### config.mk
export PLATFORM = sky130hd
export DESIGN_NAME = multicycle_control_flat
export DESIGN_NICKNAME = d
export VERILOG_FILES = /design/src/rtl/multicycle_control_if.sv /design/src/rtl/multicycle_control.sv /design/src/flat_wrapper.sv
export SDC_FILE = /design/constraint.sdc
export NUM_CORES = 1
export LEC_CHECK = 0
export ABC_AREA = 1
export CAP_MARGIN = 20
export CORE_ASPECT_RATIO = 1.5
export CORE_MARGIN = 2
export CORE_UTILIZATION = 46
export DETAILED_ROUTE_END_ITERATION = 8
export PLACE_DENSITY = 0.75
export SLEW_MARGIN = 20
export SYNTH_ARGS = -nofsm -noshare
export SYNTH_HDL_FRONTEND = slang
export SYNTH_SLANG_ARGS = --single-unit
export TNS_END_PERCENT = 1
### constraint.sdc
create_clock -name clk -period 1.78 [get_ports clk]
set_clock_uncertainty 0.15 [all_clocks]
set_input_delay 0.356 -clock clk [delete_from_list [all_inputs] [get_ports clk]]
set_output_delay 0.356 -clock clk [all_outputs]
set_load 0.03 [all_outputs]
### src/rtl/multicycle_control_if.sv
`default_nettype none
// ============================================================================
// Module      : multicycle_control_if
// Description : Control/status bundle between the multicycle controller and
//               the datapath/memory. trap_o exists only when ILLEGAL_TRAP_EN
//               is defined.
// Revision    : 1.0 - initial release
// ============================================================================
interface multicycle_control_if #(
    parameter int ALU_OP_W = 3
);
    logic [5:0]          opcode_i;
    logic                mem_ready_i;
    logic                mem_req_o;
    logic                mem_write_o;
    logic                i_or_d_o;
    logic                ir_write_o;
    logic                pc_write_o;
    logic                pc_write_eq_o;
    logic                pc_write_ne_o;
    logic [1:0]          pc_source_o;
    logic                reg_write_o;
    logic                reg_dst_o;
    logic                mem_to_reg_o;
    logic                alu_src_a_o;
    logic [1:0]          alu_src_b_o;
    logic [ALU_OP_W-1:0] alu_op_o;
    logic [3:0]          state_o;
    logic                err_o;
`ifdef ILLEGAL_TRAP_EN
    logic                trap_o;
`endif

    // Controller side
    modport master (
        input  opcode_i, mem_ready_i,
`ifdef ILLEGAL_TRAP_EN
        output trap_o,
`endif
        output mem_req_o, mem_write_o, i_or_d_o, ir_write_o, pc_write_o,
               pc_write_eq_o, pc_write_ne_o, pc_source_o, reg_write_o,
               reg_dst_o, mem_to_reg_o, alu_src_a_o, alu_src_b_o, alu_op_o,
               state_o, err_o
    );

    // Datapath/memory side
    modport slave (
        output opcode_i, mem_ready_i,
`ifdef ILLEGAL_TRAP_EN
        input  trap_o,
`endif
        input  mem_req_o, mem_write_o, i_or_d_o, ir_write_o, pc_write_o,
               pc_write_eq_o, pc_write_ne_o, pc_source_o, reg_write_o,
               reg_dst_o, mem_to_reg_o, alu_src_a_o, alu_src_b_o, alu_op_o,
               state_o, err_o
    );
endinterface
`default_nettype wire

### src/rtl/multicycle_control.sv
`default_nettype none
// ============================================================================
// Module      : multicycle_control
// Description : Multicycle MIPS-style control FSM with memory wait timeout.
//               Optional macro ILLEGAL_TRAP_EN: illegal opcodes park the FSM
//               in TRAP with a sticky trap_o instead of acting as a NOP.
// Revision    : 1.0 - initial release
// ============================================================================
module multicycle_control #(
    parameter int ALU_OP_W = 3,
    parameter int TIMEOUT  = 16
) (
    input  wire logic            clk,
    input  wire logic            reset,
    multicycle_control_if.master bus
);
    typedef enum logic [3:0] {
        S_FETCH    = 4'd0,  S_DECODE = 4'd1,  S_MEM_ADDR = 4'd2,
        S_MEM_RD   = 4'd3,  S_MEM_WB = 4'd4,  S_MEM_WR   = 4'd5,
        S_EXEC_R   = 4'd6,  S_WB_R   = 4'd7,  S_EXEC_I   = 4'd8,
        S_WB_I     = 4'd9,  S_BRANCH = 4'd10, S_JUMP     = 4'd11,
        S_TRAP     = 4'd14, S_ERROR  = 4'd15
    } state_t;

    localparam logic [2:0] c_ALU_ADD = 3'd0, c_ALU_AND = 3'd1, c_ALU_SUB = 3'd2,
                           c_ALU_OR  = 3'd5, c_ALU_LUI = 3'd6, c_ALU_FUNCT = 3'd7;

    localparam int CNT_W = (TIMEOUT > 1) ? $clog2(TIMEOUT) : 1;
    localparam logic [CNT_W-1:0] c_WAIT_LAST = CNT_W'((TIMEOUT > 0) ? TIMEOUT - 1 : 0);

`ifdef ILLEGAL_TRAP_EN
    localparam state_t c_ILLEGAL_DST = S_TRAP;
`else
    localparam state_t c_ILLEGAL_DST = S_FETCH;
`endif

    // Moore part of the control word, registered alongside the state
    typedef struct packed {
        logic       mem_req;
        logic       mem_write;
        logic       i_or_d;
        logic       pc_write;
        logic       pc_write_eq;
        logic       pc_write_ne;
        logic [1:0] pc_source;
        logic       reg_write;
        logic       reg_dst;
        logic       mem_to_reg;
        logic       alu_src_a;
        logic [1:0] alu_src_b;
        logic [2:0] alu_op;
    } ctrl_t;

    state_t           r_state;
    state_t           w_next;
    logic [CNT_W-1:0] r_wait_cnt;
    logic [CNT_W-1:0] w_wait_cnt;
    logic [5:0]       r_opcode;
    logic [5:0]       w_opcode;
    ctrl_t            r_ctrl;
    logic             r_err;
    logic             w_fetch_ack;
`ifdef ILLEGAL_TRAP_EN
    logic             r_trap;
`endif

    // Control word for a state; opc is the opcode latched for that state
    function automatic ctrl_t f_ctrl(input state_t s, input logic [5:0] opc);
        ctrl_t c;
        c = '0;
        case (s)
            S_FETCH:    begin c.mem_req = 1'b1; c.alu_src_b = 2'd1; c.alu_op = c_ALU_ADD; end
            S_DECODE:   begin c.alu_src_b = 2'd3; c.alu_op = c_ALU_ADD; end
            S_MEM_ADDR: begin c.alu_src_a = 1'b1; c.alu_src_b = 2'd2; c.alu_op = c_ALU_ADD; end
            S_MEM_RD:   begin c.mem_req = 1'b1; c.i_or_d = 1'b1; end
            S_MEM_WR:   begin c.mem_req = 1'b1; c.mem_write = 1'b1; c.i_or_d = 1'b1; end
            S_MEM_WB:   begin c.reg_write = 1'b1; c.mem_to_reg = 1'b1; end
            S_EXEC_R:   begin c.alu_src_a = 1'b1; c.alu_src_b = 2'd0; c.alu_op = c_ALU_FUNCT; end
            S_WB_R:     begin c.reg_write = 1'b1; c.reg_dst = 1'b1; end
            S_EXEC_I: begin
                c.alu_src_a = 1'b1;
                c.alu_src_b = 2'd2;
                case (opc)
                    6'h0C:   c.alu_op = c_ALU_AND;
                    6'h0D:   c.alu_op = c_ALU_OR;
                    6'h0F:   c.alu_op = c_ALU_LUI;
                    default: c.alu_op = c_ALU_ADD;
                endcase
            end
            S_WB_I:     c.reg_write = 1'b1;
            S_BRANCH: begin
                c.alu_src_a   = 1'b1;
                c.alu_op      = c_ALU_SUB;
                c.pc_source   = 2'd1;
                c.pc_write_eq = (opc == 6'h04);
                c.pc_write_ne = (opc == 6'h05);
            end
            S_JUMP:     begin c.pc_write = 1'b1; c.pc_source = 2'd2; end
            default:    c = '0;
        endcase
        return c;
    endfunction

    // Next state, wait counter and opcode latch
    always_comb begin
        w_next     = r_state;
        w_wait_cnt = '0;
        w_opcode   = r_opcode;
        case (r_state)
            S_FETCH, S_MEM_RD, S_MEM_WR: begin
                if (bus.mem_ready_i) begin
                    if (r_state == S_FETCH)       w_next = S_DECODE;
                    else if (r_state == S_MEM_RD) w_next = S_MEM_WB;
                    else                          w_next = S_FETCH;
                end else if ((TIMEOUT > 0) && (r_wait_cnt == c_WAIT_LAST)) begin
                    w_next = S_ERROR;
                end else begin
                    w_wait_cnt = r_wait_cnt + 1'b1;
                end
            end
            S_DECODE: begin
                w_opcode = bus.opcode_i;
                case (bus.opcode_i)
                    6'h00:                      w_next = S_EXEC_R;
                    6'h08, 6'h0C, 6'h0D, 6'h0F: w_next = S_EXEC_I;
                    6'h23, 6'h2B:               w_next = S_MEM_ADDR;
                    6'h04, 6'h05:               w_next = S_BRANCH;
                    6'h02:                      w_next = S_JUMP;
                    default:                    w_next = c_ILLEGAL_DST;
                endcase
            end
            S_MEM_ADDR: w_next = (r_opcode == 6'h2B) ? S_MEM_WR : S_MEM_RD;
            S_EXEC_R:   w_next = S_WB_R;
            S_EXEC_I:   w_next = S_WB_I;
            S_MEM_WB, S_WB_R, S_WB_I, S_BRANCH, S_JUMP: w_next = S_FETCH;
            S_TRAP:     w_next = S_TRAP;
            S_ERROR:    w_next = S_ERROR;
            default:    w_next = S_FETCH;
        endcase
    end

    // State, counters, sticky flags and registered control word
    always_ff @(posedge clk or negedge reset) begin
        if (!reset) begin
            r_state    <= S_FETCH;
            r_wait_cnt <= '0;
            r_opcode   <= '0;
            r_ctrl     <= f_ctrl(S_FETCH, 6'd0);
            r_err      <= 1'b0;
`ifdef ILLEGAL_TRAP_EN
            r_trap     <= 1'b0;
`endif
        end else begin
            r_state    <= w_next;
            r_wait_cnt <= w_wait_cnt;
            r_opcode   <= w_opcode;
            r_ctrl     <= f_ctrl(w_next, w_opcode);
            r_err      <= r_err | (w_next == S_ERROR);
`ifdef ILLEGAL_TRAP_EN
            r_trap     <= r_trap | (w_next == S_TRAP);
`endif
        end
    end

    // Fetch completion strobes are Mealy on mem_ready_i; gated so reset holds them low
    assign w_fetch_ack = (r_state == S_FETCH) && bus.mem_ready_i && reset;

    assign bus.mem_req_o     = r_ctrl.mem_req;
    assign bus.mem_write_o   = r_ctrl.mem_write;
    assign bus.i_or_d_o      = r_ctrl.i_or_d;
    assign bus.ir_write_o    = w_fetch_ack;
    assign bus.pc_write_o    = r_ctrl.pc_write | w_fetch_ack;
    assign bus.pc_write_eq_o = r_ctrl.pc_write_eq;
    assign bus.pc_write_ne_o = r_ctrl.pc_write_ne;
    assign bus.pc_source_o   = r_ctrl.pc_source;
    assign bus.reg_write_o   = r_ctrl.reg_write;
    assign bus.reg_dst_o     = r_ctrl.reg_dst;
    assign bus.mem_to_reg_o  = r_ctrl.mem_to_reg;
    assign bus.alu_src_a_o   = r_ctrl.alu_src_a;
    assign bus.alu_src_b_o   = r_ctrl.alu_src_b;
    assign bus.alu_op_o      = ALU_OP_W'(r_ctrl.alu_op);
    assign bus.state_o       = r_state;
    assign bus.err_o         = r_err;
`ifdef ILLEGAL_TRAP_EN
    assign bus.trap_o        = r_trap;
`endif
endmodule
`default_nettype wire

### src/flat_wrapper.sv
// flat-port wrapper written by rule: the top's interface ports become plain ports
module multicycle_control_flat 
#(
    parameter int ALU_OP_W = 3,
    parameter int TIMEOUT  = 16
)
  (clk, reset, bus_opcode_i, bus_mem_ready_i, bus_mem_req_o, bus_mem_write_o, bus_i_or_d_o, bus_ir_write_o, bus_pc_write_o, bus_pc_write_eq_o, bus_pc_write_ne_o, bus_pc_source_o, bus_reg_write_o, bus_reg_dst_o, bus_mem_to_reg_o, bus_alu_src_a_o, bus_alu_src_b_o, bus_alu_op_o, bus_state_o, bus_err_o);
  multicycle_control_if #(.ALU_OP_W(ALU_OP_W)) bus_i ();
  input  wire logic clk;
  input  wire logic reset;
  input wire logic [$bits(bus_i.opcode_i)-1:0] bus_opcode_i;
  input wire logic [$bits(bus_i.mem_ready_i)-1:0] bus_mem_ready_i;
  output wire logic [$bits(bus_i.mem_req_o)-1:0] bus_mem_req_o;
  output wire logic [$bits(bus_i.mem_write_o)-1:0] bus_mem_write_o;
  output wire logic [$bits(bus_i.i_or_d_o)-1:0] bus_i_or_d_o;
  output wire logic [$bits(bus_i.ir_write_o)-1:0] bus_ir_write_o;
  output wire logic [$bits(bus_i.pc_write_o)-1:0] bus_pc_write_o;
  output wire logic [$bits(bus_i.pc_write_eq_o)-1:0] bus_pc_write_eq_o;
  output wire logic [$bits(bus_i.pc_write_ne_o)-1:0] bus_pc_write_ne_o;
  output wire logic [$bits(bus_i.pc_source_o)-1:0] bus_pc_source_o;
  output wire logic [$bits(bus_i.reg_write_o)-1:0] bus_reg_write_o;
  output wire logic [$bits(bus_i.reg_dst_o)-1:0] bus_reg_dst_o;
  output wire logic [$bits(bus_i.mem_to_reg_o)-1:0] bus_mem_to_reg_o;
  output wire logic [$bits(bus_i.alu_src_a_o)-1:0] bus_alu_src_a_o;
  output wire logic [$bits(bus_i.alu_src_b_o)-1:0] bus_alu_src_b_o;
  output wire logic [$bits(bus_i.alu_op_o)-1:0] bus_alu_op_o;
  output wire logic [$bits(bus_i.state_o)-1:0] bus_state_o;
  output wire logic [$bits(bus_i.err_o)-1:0] bus_err_o;
  assign bus_i.opcode_i = bus_opcode_i;
  assign bus_i.mem_ready_i = bus_mem_ready_i;
  assign bus_mem_req_o = bus_i.mem_req_o;
  assign bus_mem_write_o = bus_i.mem_write_o;
  assign bus_i_or_d_o = bus_i.i_or_d_o;
  assign bus_ir_write_o = bus_i.ir_write_o;
  assign bus_pc_write_o = bus_i.pc_write_o;
  assign bus_pc_write_eq_o = bus_i.pc_write_eq_o;
  assign bus_pc_write_ne_o = bus_i.pc_write_ne_o;
  assign bus_pc_source_o = bus_i.pc_source_o;
  assign bus_reg_write_o = bus_i.reg_write_o;
  assign bus_reg_dst_o = bus_i.reg_dst_o;
  assign bus_mem_to_reg_o = bus_i.mem_to_reg_o;
  assign bus_alu_src_a_o = bus_i.alu_src_a_o;
  assign bus_alu_src_b_o = bus_i.alu_src_b_o;
  assign bus_alu_op_o = bus_i.alu_op_o;
  assign bus_state_o = bus_i.state_o;
  assign bus_err_o = bus_i.err_o;
  multicycle_control #(.ALU_OP_W(ALU_OP_W), .TIMEOUT(TIMEOUT)) u_core (.clk(clk), .reset(reset), .bus(bus_i));
endmodule
# Yosys cells after proc, flatten, opt, wreduce, memory -nomap -nowiden
# Index checks and enable logic that the tools add are counted.
[word_totals]
register_bits = 32
in_bits = 9
output_inout_bits = 23
wordCells = 94
[classes]
n_addsub = 1
eq_ne = 36
mux = 24
bitwise = 2
reduce_logical = 14
[op_table]
columns = ["cell", "n"]
rows = [
  ["6-bit by 4-bit == test with 1-bit output, second input constant", 7],
  ["4-bit == test, second input constant", 9],
  ["4-bit one-hot mux with 7 select lines", 1],
  ["4-bit by 3-bit == test with 1-bit output, second input constant", 6],
  ["6-bit by 3-bit == test with 1-bit output, second input constant", 4],
  ["4-bit two-way mux", 6],
  ["4-bit one-hot mux with 5 select lines", 1],
  ["6-bit == test, second input constant", 3],
  ["3-bit one-hot mux with 3 select lines", 2],
  ["4-bit by 2-bit == test with 1-bit output, second input constant", 4],
  ["3-bit OR reduction", 3],
  ["4-bit by 1-bit == test with 1-bit output, second input constant", 2],
  ["4-bit zero test", 2],
  ["1-bit two-way mux", 8],
  ["2-bit OR reduction", 4],
  ["4-bit OR reduction", 2],
  ["6-bit by 2-bit == test with 1-bit output, second input constant", 1],
  ["6-bit zero test", 1],
  ["3-bit two-way mux", 2],
  ["6-bit two-way mux", 1],
  ["2-bit one-hot mux with 3 select lines", 1],
  ["4-bit by 1-bit adder with 4-bit output, second input constant", 1],
  ["2-bit one-hot mux with 2 select lines", 1],
  ["1-bit logical AND", 2],
  ["other kinds (2)", 3],
]

# Longest topological paths before layout
# Gate-level depths: netlist of the first run.
[depth]
word_depth = 8
mapped_depth = 13
ltp_nobuf = 13

# Worst setup path before layout of the first run
# Ideal clock, no wire load.
[synth_path]
kind = "register -> output"
from = "register u_core.r_state[2] (netlist: u_core.bus.state_o[2])"
to = "output port bus_pc_write_o"
arrival_time_ps = 1631
required_ps = 1274
path_slack_ps = -357
stages_incl_launch_ff = 5
path_buffers = 0
cell_sequence = "dfrtp_1 nor2_2 nand2_2 nor2_1 or2_2"
[synth_between]
elab_chain_cells = 4
[synth_lines]
columns = ["item", "line_no", "source"]
rows = [
  ["start: declaration", "multicycle_control.sv:54", "state_t r_state;"],
  ["start signal: assignment", "multicycle_control.sv:154", "r_state <= w_next;"],
  ["4-bit zero test", "multicycle_control.sv:166", "assign w_fetch_ack = (r_state == S_FETCH) && bus.mem_ready_i && reset;"],
  ["1-bit logical AND (2 in series)", "multicycle_control.sv:166", ""],
  ["net bus_ir_write_o", "flat_wrapper.sv:16", "output wire logic [$bits(bus_i.ir_write_o)-1:0] bus_ir_write_o;"],
  ["1-bit bitwise OR", "multicycle_control.sv:172", "assign bus.pc_write_o = r_ctrl.pc_write | w_fetch_ack;"],
  ["end: declaration", "flat_wrapper.sv:17", "output wire logic [$bits(bus_i.pc_write_o)-1:0] bus_pc_write_o;"],
]
# The timed path passes the listed nets, and every way through them passes these cells.

# Worst setup path in the final report of the first run
[layout_path]
from = "input port bus_mem_ready_i"
to = "output port bus_pc_write_o"
[layout_between]
elab_chain_cells = 3
[layout_lines]
columns = ["item", "line_no", "source"]
rows = [
  ["start: declaration", "flat_wrapper.sv:12", "input wire logic [$bits(bus_i.mem_ready_i)-1:0] bus_mem_ready_i;"],
  ["1-bit logical AND (2 in series)", "multicycle_control.sv:166", ""],
  ["1-bit bitwise OR", "multicycle_control.sv:172", ""],
]
# No other way between the ends.

==> results of run 1 <==
==> Yosys cell counts <==
cell type,n
sky130_fd_sc_hd__o21ai_0,5
sky130_fd_sc_hd__nor2_1,43
sky130_fd_sc_hd__inv_1,18
sky130_fd_sc_hd__nor2_2,7
sky130_fd_sc_hd__buf_4,7
sky130_fd_sc_hd__dfstp_2,2
sky130_fd_sc_hd__o21bai_1,1
sky130_fd_sc_hd__dfrtp_1,30
sky130_fd_sc_hd__nand2_2,5
sky130_fd_sc_hd__nand3_2,1
sky130_fd_sc_hd__nand2_1,68
sky130_fd_sc_hd__nand3_1,16
sky130_fd_sc_hd__or2_2,2
sky130_fd_sc_hd__nor3_1,3
sky130_fd_sc_hd__o21ai_2,1
sky130_fd_sc_hd__xnor2_1,1
sky130_fd_sc_hd__buf_6,1
sky130_fd_sc_hd__inv_2,4
sky130_fd_sc_hd__o21ai_1,1
sky130_fd_sc_hd__ha_1,1
sky130_fd_sc_hd__xor2_1,1
sky130_fd_sc_hd__nor3_2,1
sky130_fd_sc_hd__or2_1,2
sky130_fd_sc_hd__a21oi_1,3
==> sequential cells by signal, summed over array words and instances (netlist names) <==
register,count
u_core.bus.reg_write_o,1
u_core.bus.alu_src_b_o,2
u_core.bus.pc_source_o,2
u_core.bus.i_or_d_o,1
u_core.bus.pc_write_ne_o,1
u_core.bus.mem_write_o,1
u_core.bus.alu_src_a_o,1
u_core.bus.mem_to_reg_o,1
u_core.bus.state_o,4
u_core.bus.reg_dst_o,1
u_core.bus.alu_op_o,3
u_core.bus.pc_write_eq_o,1
u_core.bus.mem_req_o,1
u_core.r_wait_cnt,4
u_core.bus.err_o,1
u_core.r_opcode,6
u_core.r_ctrl,1
==> area by class of cell <==
class	instances	share of cell area, %
Sequential cell	32	31.9
Clock inverter	3	1.68
Tap cell	42	2.08
Clock buffer	5	2.72
Timing Repair Buffer	69	23.0
Inverter	22	3.26
Multi-Input combinational cell	162	35.3
==> timing repair <==
action / in CTS / in global routing
resized for setup: 35 / 39
setup buffers: 1 / 2
cloned: 0 / 0
endpoints found under the setup margin: 38 / 18
pin swaps: 2 / 5
==> worst max path at each step <==
stage                               startpoint                             endpoint  slack (ns)
2_1_floorplan  u_core.bus.state_o[0]$_DFF_PN0_                       bus_pc_write_o       0.006
5_1_grt        u_core.bus.state_o[3]$_DFF_PN0_                       bus_pc_write_o       -0.20
6_report                       bus_mem_ready_i                       bus_pc_write_o       -0.16
4_1_cts        u_core.bus.state_o[3]$_DFF_PN0_                       bus_pc_write_o       -0.22
3_5_place_dp                   bus_opcode_i[1]  u_core.bus.alu_src_b_o[1]$_DFF_PN0_       -0.59
3_3_place_gp                   bus_opcode_i[1]     u_core.bus.alu_src_a_o$_DFF_PN0_       -0.53
==> layer usage <==
metal  wire (microns)  GRT usage (%)
met4              145           12.6
met3              147           5.58
met5                0              0
met1             1540           22.9
met2             2290           39.6
==> per-stage QoR <==
stage | power (uW) | cells | utilization [%] | hold WS [ns] | setup TNS (ns)
3_3_place_gp | 3180 | 324 | 65.5 | 0.324 | -7.33
2_1_floorplan | 2320 | 224 | - | -0.0896 | 0
4_1_cts | 3950 | 333 | 69.3 | 0.334 | -1.08
5_1_grt | 4510 | 335 | 73.4 | 0.374 | -2.20
6_report | 4220 | 335 | 73.4 | 0.331 | -0.678
3_5_place_dp | 3220 | 324 | 65.5 | 0.317 | -7.83
==> worst register-to-register path, cell delays in order (launching register included) <==
cell and delay [ns]:
sky130_fd_sc_hd__dfrtp_2 0.47, sky130_fd_sc_hd__nor2_4 0.16, sky130_fd_sc_hd__buf_4 0.16, sky130_fd_sc_hd__nand2_4 0.11, sky130_fd_sc_hd__nor2_4 0.16, sky130_fd_sc_hd__nor2_2 0.05
sky130_fd_sc_hd__nand2_1 0.07, sky130_fd_sc_hd__nor2_2 0.05, sky130_fd_sc_hd__nand2_2 0.12, sky130_fd_sc_hd__nor2_4 0.06, sky130_fd_sc_hd__nor2_2 0.12, sky130_fd_sc_hd__nand2_1 0.06
==> cell families after synthesis <==
kind of cell | share of synthesized area, %
AND/OR/NAND/NOR | 37.8
flip-flops | 48.0
buffers and inverters | 8.75
AO/OA/AOI/OAI | 3.66
XOR/XNOR | 1.05
adder cells (fa/ha/maj) | 0.748
==> power by group through the flow <==
| stage | combinational [uW] | sequential [uW] | clock [uW] |
|---|---|---|---|
| finish | 2430 | 1090 | 695 |
| global route | 2650 | 1120 | 740 |
| CTS | 2150 | 1090 | 713 |
| detailed placement | 2130 | 1090 | 0 |
| global placement | 2090 | 1090 | 0 |
| floorplan | 1080 | 1240 | 0 |
==> impl_results.md, run 1 <==
* Core region area at 0.00345 sq mm
* Total of max-cap violations at 0
* N_diodes at 0
* Vias after detailed routing at 1639
* Gate power share at 57.6%
* Violations in the final reports: setup timing
* WL final at 4.12 mm
* Worst setup slack before clock tree synthesis at -0.586 ns
* Run status: finished, violations left
* Reg-to-reg critical path startpoint: u_core.bus.state_o[3]$_DFF_PN0_
* Hold Path Depth at 1
* Internal portion of total power at 2360 uW
* Multi-input logic area at 895 sq um
* Number of DRC violations after detailed-routing iteration 0 at 32
* Chip width at 53.2 microns
* Minimum period implied by the final worst setup slack at 1.94 ns
* Number of primary I/O pins at 32
* Final nets at 302
* Sink of the worst hold path: u_core.bus.err_o$_DFF_PN0_
* Post-detailed-route DRC marker count at 0
* Kind of cell adding the most delay to the critical path: buffers and inverters
* Post-synth design cell area at 0.00167 sq mm
* Type of the worst setup path: in -> out
* Highest net fanout along the worst path at 4
* Clock share of power at 16.5%
* CP Cell Sequence: clkdlybuf4s50_1, nand2_1, nor2_4, or2_2, buf_6
* Sequential cell area fraction in the yosys report at 48.0%
* Sequential group share of total power at 25.9%
* Post-Place Cell Area at 0.00226 sq mm
* WP data arrival at 1.43 ns
* Final hold vios at 0
* Number of antenna violations at the first check in global routing at 0
* Worst flop-to-flop path endpoint: u_core.bus.alu_src_b_o[1]$_DFF_PN0_
* Residual antenna-violating net count after detailed routing at 0
* Req. time, crit path at 1.27 ns
* Period utilization at 109%
* Final worst setup slack at -0.158 ns
* Vias in the first global route at 1636
* Clock-pin transition on the worst setup and hold timing paths at 0.07 ns
* Number of port buffers at 31
* Insertion delay to the later sink of the worst-skew pair at 0.29 ns
* Wire per inst at 12.3 microns
* Clk sink count at 32
* Setup repair after global routing missed its margin: yes
* Sw Pwr at 1860 uW
* Initial standard-cell utilization of the core at 48.5%
* Pin count of the biggest net entering global routing at 33
* Final Cell Area at 0.00253 sq mm
* Pwr/cell area at 1670 mW/mm^2
* Delay of the slowest cell on the worst path at 0.47 ns
* Number of distinct library cell variants in the gate-level netlist after synthesis at 24
* First-pass GRT wire length at 6.84 mm
* Total routing resource utilization after global routing at 22.5%
* Number of setup violations in the final report at 12
* Most used cells in the layout excluding fill and tap cells: sky130_fd_sc_hd__nand2_1, sky130_fd_sc_hd__buf_4, sky130_fd_sc_hd__nor2_1
* Peak supply drop at 1.19 mV
* #FFs+latches synth at 32
* Switching Share at 44.0%
* Vias per cell at 4.89
* Synthesized instance count at 224
* Standard-cell rows at 26
* Most common cell after layout, fill and taps aside: sky130_fd_sc_hd__nand2_1
* Die Footprint at 0.00415 sq mm
* Critical Path Sink Type: output port
* Clock tree from TritonCTS: yes
* Library cell contributing the largest single delay on the critical path: sky130_fd_sc_hd__clkdlybuf4s50_1
* Static leakage at 0.00140 uW
* Seq. cell area at 808 sq um
* Post-Syn Area per Cell at 7.47 sq um
* Slew Viols, Final at 0
* Post-CTS Hold Fix Bufs at 0
* Startpoint of the lowest-slack hold path: u_core.bus.err_o$_DFF_PN0_
* R2R Setup Slk at -0.07 ns
* Total CTS buffers at 5
* Buffering stage count on the worst path with inverters included at 2
* Post-Syn Nets at 234
* Global-route congestion overflow total at 0
* Actual transition at the worst max-transition pin at 0.412 ns
* Most area-consuming cells after synthesis: sky130_fd_sc_hd__dfrtp_1, sky130_fd_sc_hd__nand2_1, sky130_fd_sc_hd__nor2_1
* Worst slew slack as a fraction of its limit at 72.5%
* Share of layout cells above drive strength 1 at 36.9%
* Synthesis-to-finish area growth at 51.4%
* FILL cells at 271
* Register-to-Register Path Depth at 11
* Maximum buffer depth of the clock tree at 2
* Post-synthesis cell type with the largest combined area: sky130_fd_sc_hd__dfrtp_1
* Worst min-delay path category: reg -> reg
* Die Y at 77.9 microns
* Pre-Repair DR Iteration Count at 4
* Final weighted congestion in routability-driven placement at 0.866
* Warning count from the yosys run at 0
* H-tree level count at 2
* Area share of the largest cell type after synthesis at 44.9%
* Startpoint type of the worst setup path: primary input
* Cell depth of the worst setup path at 5
* Root Buffer: sky130_fd_sc_hd__clkbuf_8
* Half-perimeter wire length after placement at 3.05 mm
* Max Freq at 516 MHz
(Power assumes the default switching activity.)
==> run 2, diff against run 1 <==
--- a/config.mk
+++ b/config.mk
@@ -12,6 +12,7 @@
 export CORE_UTILIZATION = 46
 export DETAILED_ROUTE_END_ITERATION = 8
 export PLACE_DENSITY = 0.75
+export REMOVE_ABC_BUFFERS = 1
 export SLEW_MARGIN = 20
 export SYNTH_ARGS = -nofsm -noshare
 export SYNTH_HDL_FRONTEND = slang
==> run 2 against run 1 <==
Effect of this change:
- the flow still finishes with violations (setup timing)
- sequential share of layout area about the same
- critical path depth stayed put
- largest power group unchanged
- hold slack got worse by 0.19 ns
- power shrank 1.1%
- largest cell class unchanged
- worst setup slack improved by 0.043 ns
- combinational power shrank 2%
==> impl_results.md, run 2 (synthesized netlist as in run 1, its figures left out) <==
* Max Freq at 528 MHz (+2.3%)
* WP data arrival at 1.39 ns (-0.04 ns)
* Root Buffer: sky130_fd_sc_hd__clkbuf_8
* Total of max-cap violations at 0 (unchanged)
* Power after layout at 4170 uW (-1.1%)
* Type of the worst setup path: reg -> out
* Library cell contributing the largest single delay on the critical path: sky130_fd_sc_hd__dfrtp_2
* Post-CTS Hold Fix Bufs at 0 (unchanged)
* Share of layout cells above drive strength 1 at 37.6% (+0.72 points)
* Number of primary I/O pins at 32 (unchanged)
* Static leakage at 0.00142 uW (+1.1%)
* Standard-cell rows at 26 (unchanged)
* First-pass GRT wire length at 7.02 mm (+2.7%)
* Period utilization at 106% (-2.4 points)
* Synthesis-to-finish area growth at 51.5% (about the same)
* Kind of cell adding the most delay to the critical path: simple AND/OR/NAND/NOR gates
* H-tree level count at 2 (unchanged)
* Total CTS buffers at 5 (unchanged)
* Final weighted congestion in routability-driven placement at 0.894 (+3.2%)
* Initial standard-cell utilization of the core at 48.5% (unchanged)
* Worst min-delay path category: in -> async
* Worst slew slack as a fraction of its limit at 72.3% (-0.28 points)
* Buffering stage count on the worst path with inverters included at 1 (-1)
* Insertion delay to the later sink of the worst-skew pair at 0.30 ns (about the same)
* Most common cell after layout, fill and taps aside: sky130_fd_sc_hd__nand2_1
* Number of antenna violations at the first check in global routing at 0 (unchanged)
* Vias in the first global route at 1675 (+2.4%)
* Die Y at 77.9 microns (unchanged)
* Highest net fanout along the worst path at 4 (unchanged)
* Pre-Repair DR Iteration Count at 4 (unchanged)
* FILL cells at 282 (+4.1%)
* Post-detailed-route DRC marker count at 0 (unchanged)
* Minimum period implied by the final worst setup slack at 1.89 ns (-0.0435 ns)
* Total routing resource utilization after global routing at 23.3% (+0.83 points)
* Most used cells in the layout excluding fill and tap cells: sky130_fd_sc_hd__nand2_1, sky130_fd_sc_hd__buf_4, sky130_fd_sc_hd__dfrtp_1
* Critical Path Sink Type: output port
* Pwr/cell area at 1650 mW/mm^2 (-1.1%)
* Residual antenna-violating net count after detailed routing at 0 (unchanged)
* Register-to-Register Path Depth at 11 (unchanged)
* Clock-pin transition on the worst setup and hold timing paths at 0.07 ns (about the same)
* Clk sink count at 32 (unchanged)
* Req. time, crit path at 1.27 ns (about the same)
* Delay of the slowest cell on the worst path at 0.45 ns (-0.02 ns)
* Final Core Density at 73.5% (about the same)
* Vias after detailed routing at 1634 (-0.31%)
* Core region area at 0.00345 sq mm (unchanged)
* CP Cell Sequence: nor2_4, nand2_4, nor2_4, or2_2, buf_6
* Number of DRC violations after detailed-routing iteration 0 at 37 (+16%)
* Worst setup slack before clock tree synthesis at -0.489 ns (+0.0970 ns)
* Chip width at 53.2 microns (unchanged)
* Final Cell Area at 0.00253 sq mm (about the same)
* Half-perimeter wire length after placement at 3.17 mm (+3.7%)
* Maximum buffer depth of the clock tree at 2 (unchanged)
* Run status: finished, violations left
* Multi-input logic area at 872 sq um (-2.5%)
* Violations in the final reports: setup timing
* Wire per inst at 12.8 microns (+3.8%)
* Clock tree from TritonCTS: yes
* Final nets at 307 (+1.7%)
* N_diodes at 0 (unchanged)
* Slew Viols, Final at 0 (unchanged)
* Peak supply drop at 1.27 mV (+7.0%)
* Startpoint type of the worst setup path: flop
* Cell repeated most along the worst path: sky130_fd_sc_hd__nor2_4
* R2R Setup Slk at -0.04 ns (+0.03 ns)
* Register with the highest flop count: u_core.r_opcode
* Seq. cell area at 808 sq um (unchanged)
* Die Footprint at 0.00415 sq mm (unchanged)
* Actual transition at the worst max-transition pin at 0.416 ns (+0.00417 ns)
* Post-Place Cell Area at 0.00228 sq mm (+1.0%)
* Pin count of the biggest net entering global routing at 33 (unchanged)
* Final worst setup slack at -0.115 ns (+0.0435 ns)
* Setup repair after global routing missed its margin: yes
* WL final at 4.34 mm (+5.4%)
* Final hold vios at 0 (unchanged)
* Cell depth of the worst setup path at 5 (unchanged)
* Number of setup violations in the final report at 6 (-6)
* Vias per cell at 4.81 (-1.8%)
* Flip-flop count of the largest register, all copies and words added at 6 (unchanged)
* Number of port buffers at 31 (unchanged)
* Global-route congestion overflow total at 0 (unchanged)
run 2: cell count changes in the layout (fill, tap and decap cells not counted), moves of 2 or more:
cell                              previous run  this run
sky130_fd_sc_hd__nand2_2                    11         9
sky130_fd_sc_hd__nor2_2                     11        16
sky130_fd_sc_hd__buf_4                      38        44
sky130_fd_sc_hd__nand3_1                    12        14
sky130_fd_sc_hd__a21oi_2                     2         0
sky130_fd_sc_hd__clkdlybuf4s50_1             4         1
sky130_fd_sc_hd__nor2_1                     29        25
sky130_fd_sc_hd__dlygate4sd2_1              21        25
sky130_fd_sc_hd__a21oi_1                     1         3
run 2: routing by layer:
metal | global-route usage [%] | wire length (microns) | up-vias
met1 | 24.0 | 1590 | 765
met2 | 42.7 | 2500 | 34
met5 | 0 | 0 | -
met4 | 11.0 | 84 | 0
met3 | 4.42 | 161 | 6
li1 | - | - | 829
run 2: cell type report:
class | count | share of cell area (%)
multi-input cells | 162 | 34.4
flip-flops and latches | 32 | 31.9
repair buffers | 74 | 24.0
inverters | 22 | 3.26
clock buffers | 5 | 2.72
well taps | 42 | 2.07
clock inverters | 3 | 1.68
run 2: metrics by stage:
stage	TNS, ns	hold WS, ns	instances
floorplan	-1.04	-0.0896	216
finish	-0.314	0.137	340
global route	-1.69	0.184	340
global placement	-6.39	0.326	331
detailed placement	-6.69	0.322	331
CTS	-0.688	0.158	339
run 2: final timing paths:
| kind | start | end |
|---|---|---|
| worst max register to register | u_core.bus.state_o[2]$_DFF_PN0_ | u_core.bus.alu_src_a_o$_DFF_PN0_ |
| min in group clk | u_core.bus.err_o$_DFF_PN0_ | u_core.bus.err_o$_DFF_PN0_ |
| worst min-delay path | reset | u_core.bus.mem_write_o$_DFF_PN0_ |
| worst min register to register | u_core.bus.err_o$_DFF_PN0_ | u_core.bus.err_o$_DFF_PN0_ |
| worst max-delay path | u_core.bus.state_o[3]$_DFF_PN0_ | bus_pc_write_o |
| max in group asynchronous | reset | u_core.bus.state_o[3]$_DFF_PN0_ |
run 2: power by group:
| group | internal [uW] | total (uW) | switching (uW) |
|---|---|---|---|
| logic | 984 | 2380 | 1400 |
| clock network | 414 | 705 | 291 |
| registers | 952 | 1090 | 137 |
| total | 2350 | 4170 | 1820 |
run 2: repair_timing:
action / 4_1_cts / 5_1_grt
gates resized for setup: 43 / 37
pin swaps: 4 / 7
setup buffers: 0 / 1
endpoints found under the setup margin: 36 / 17
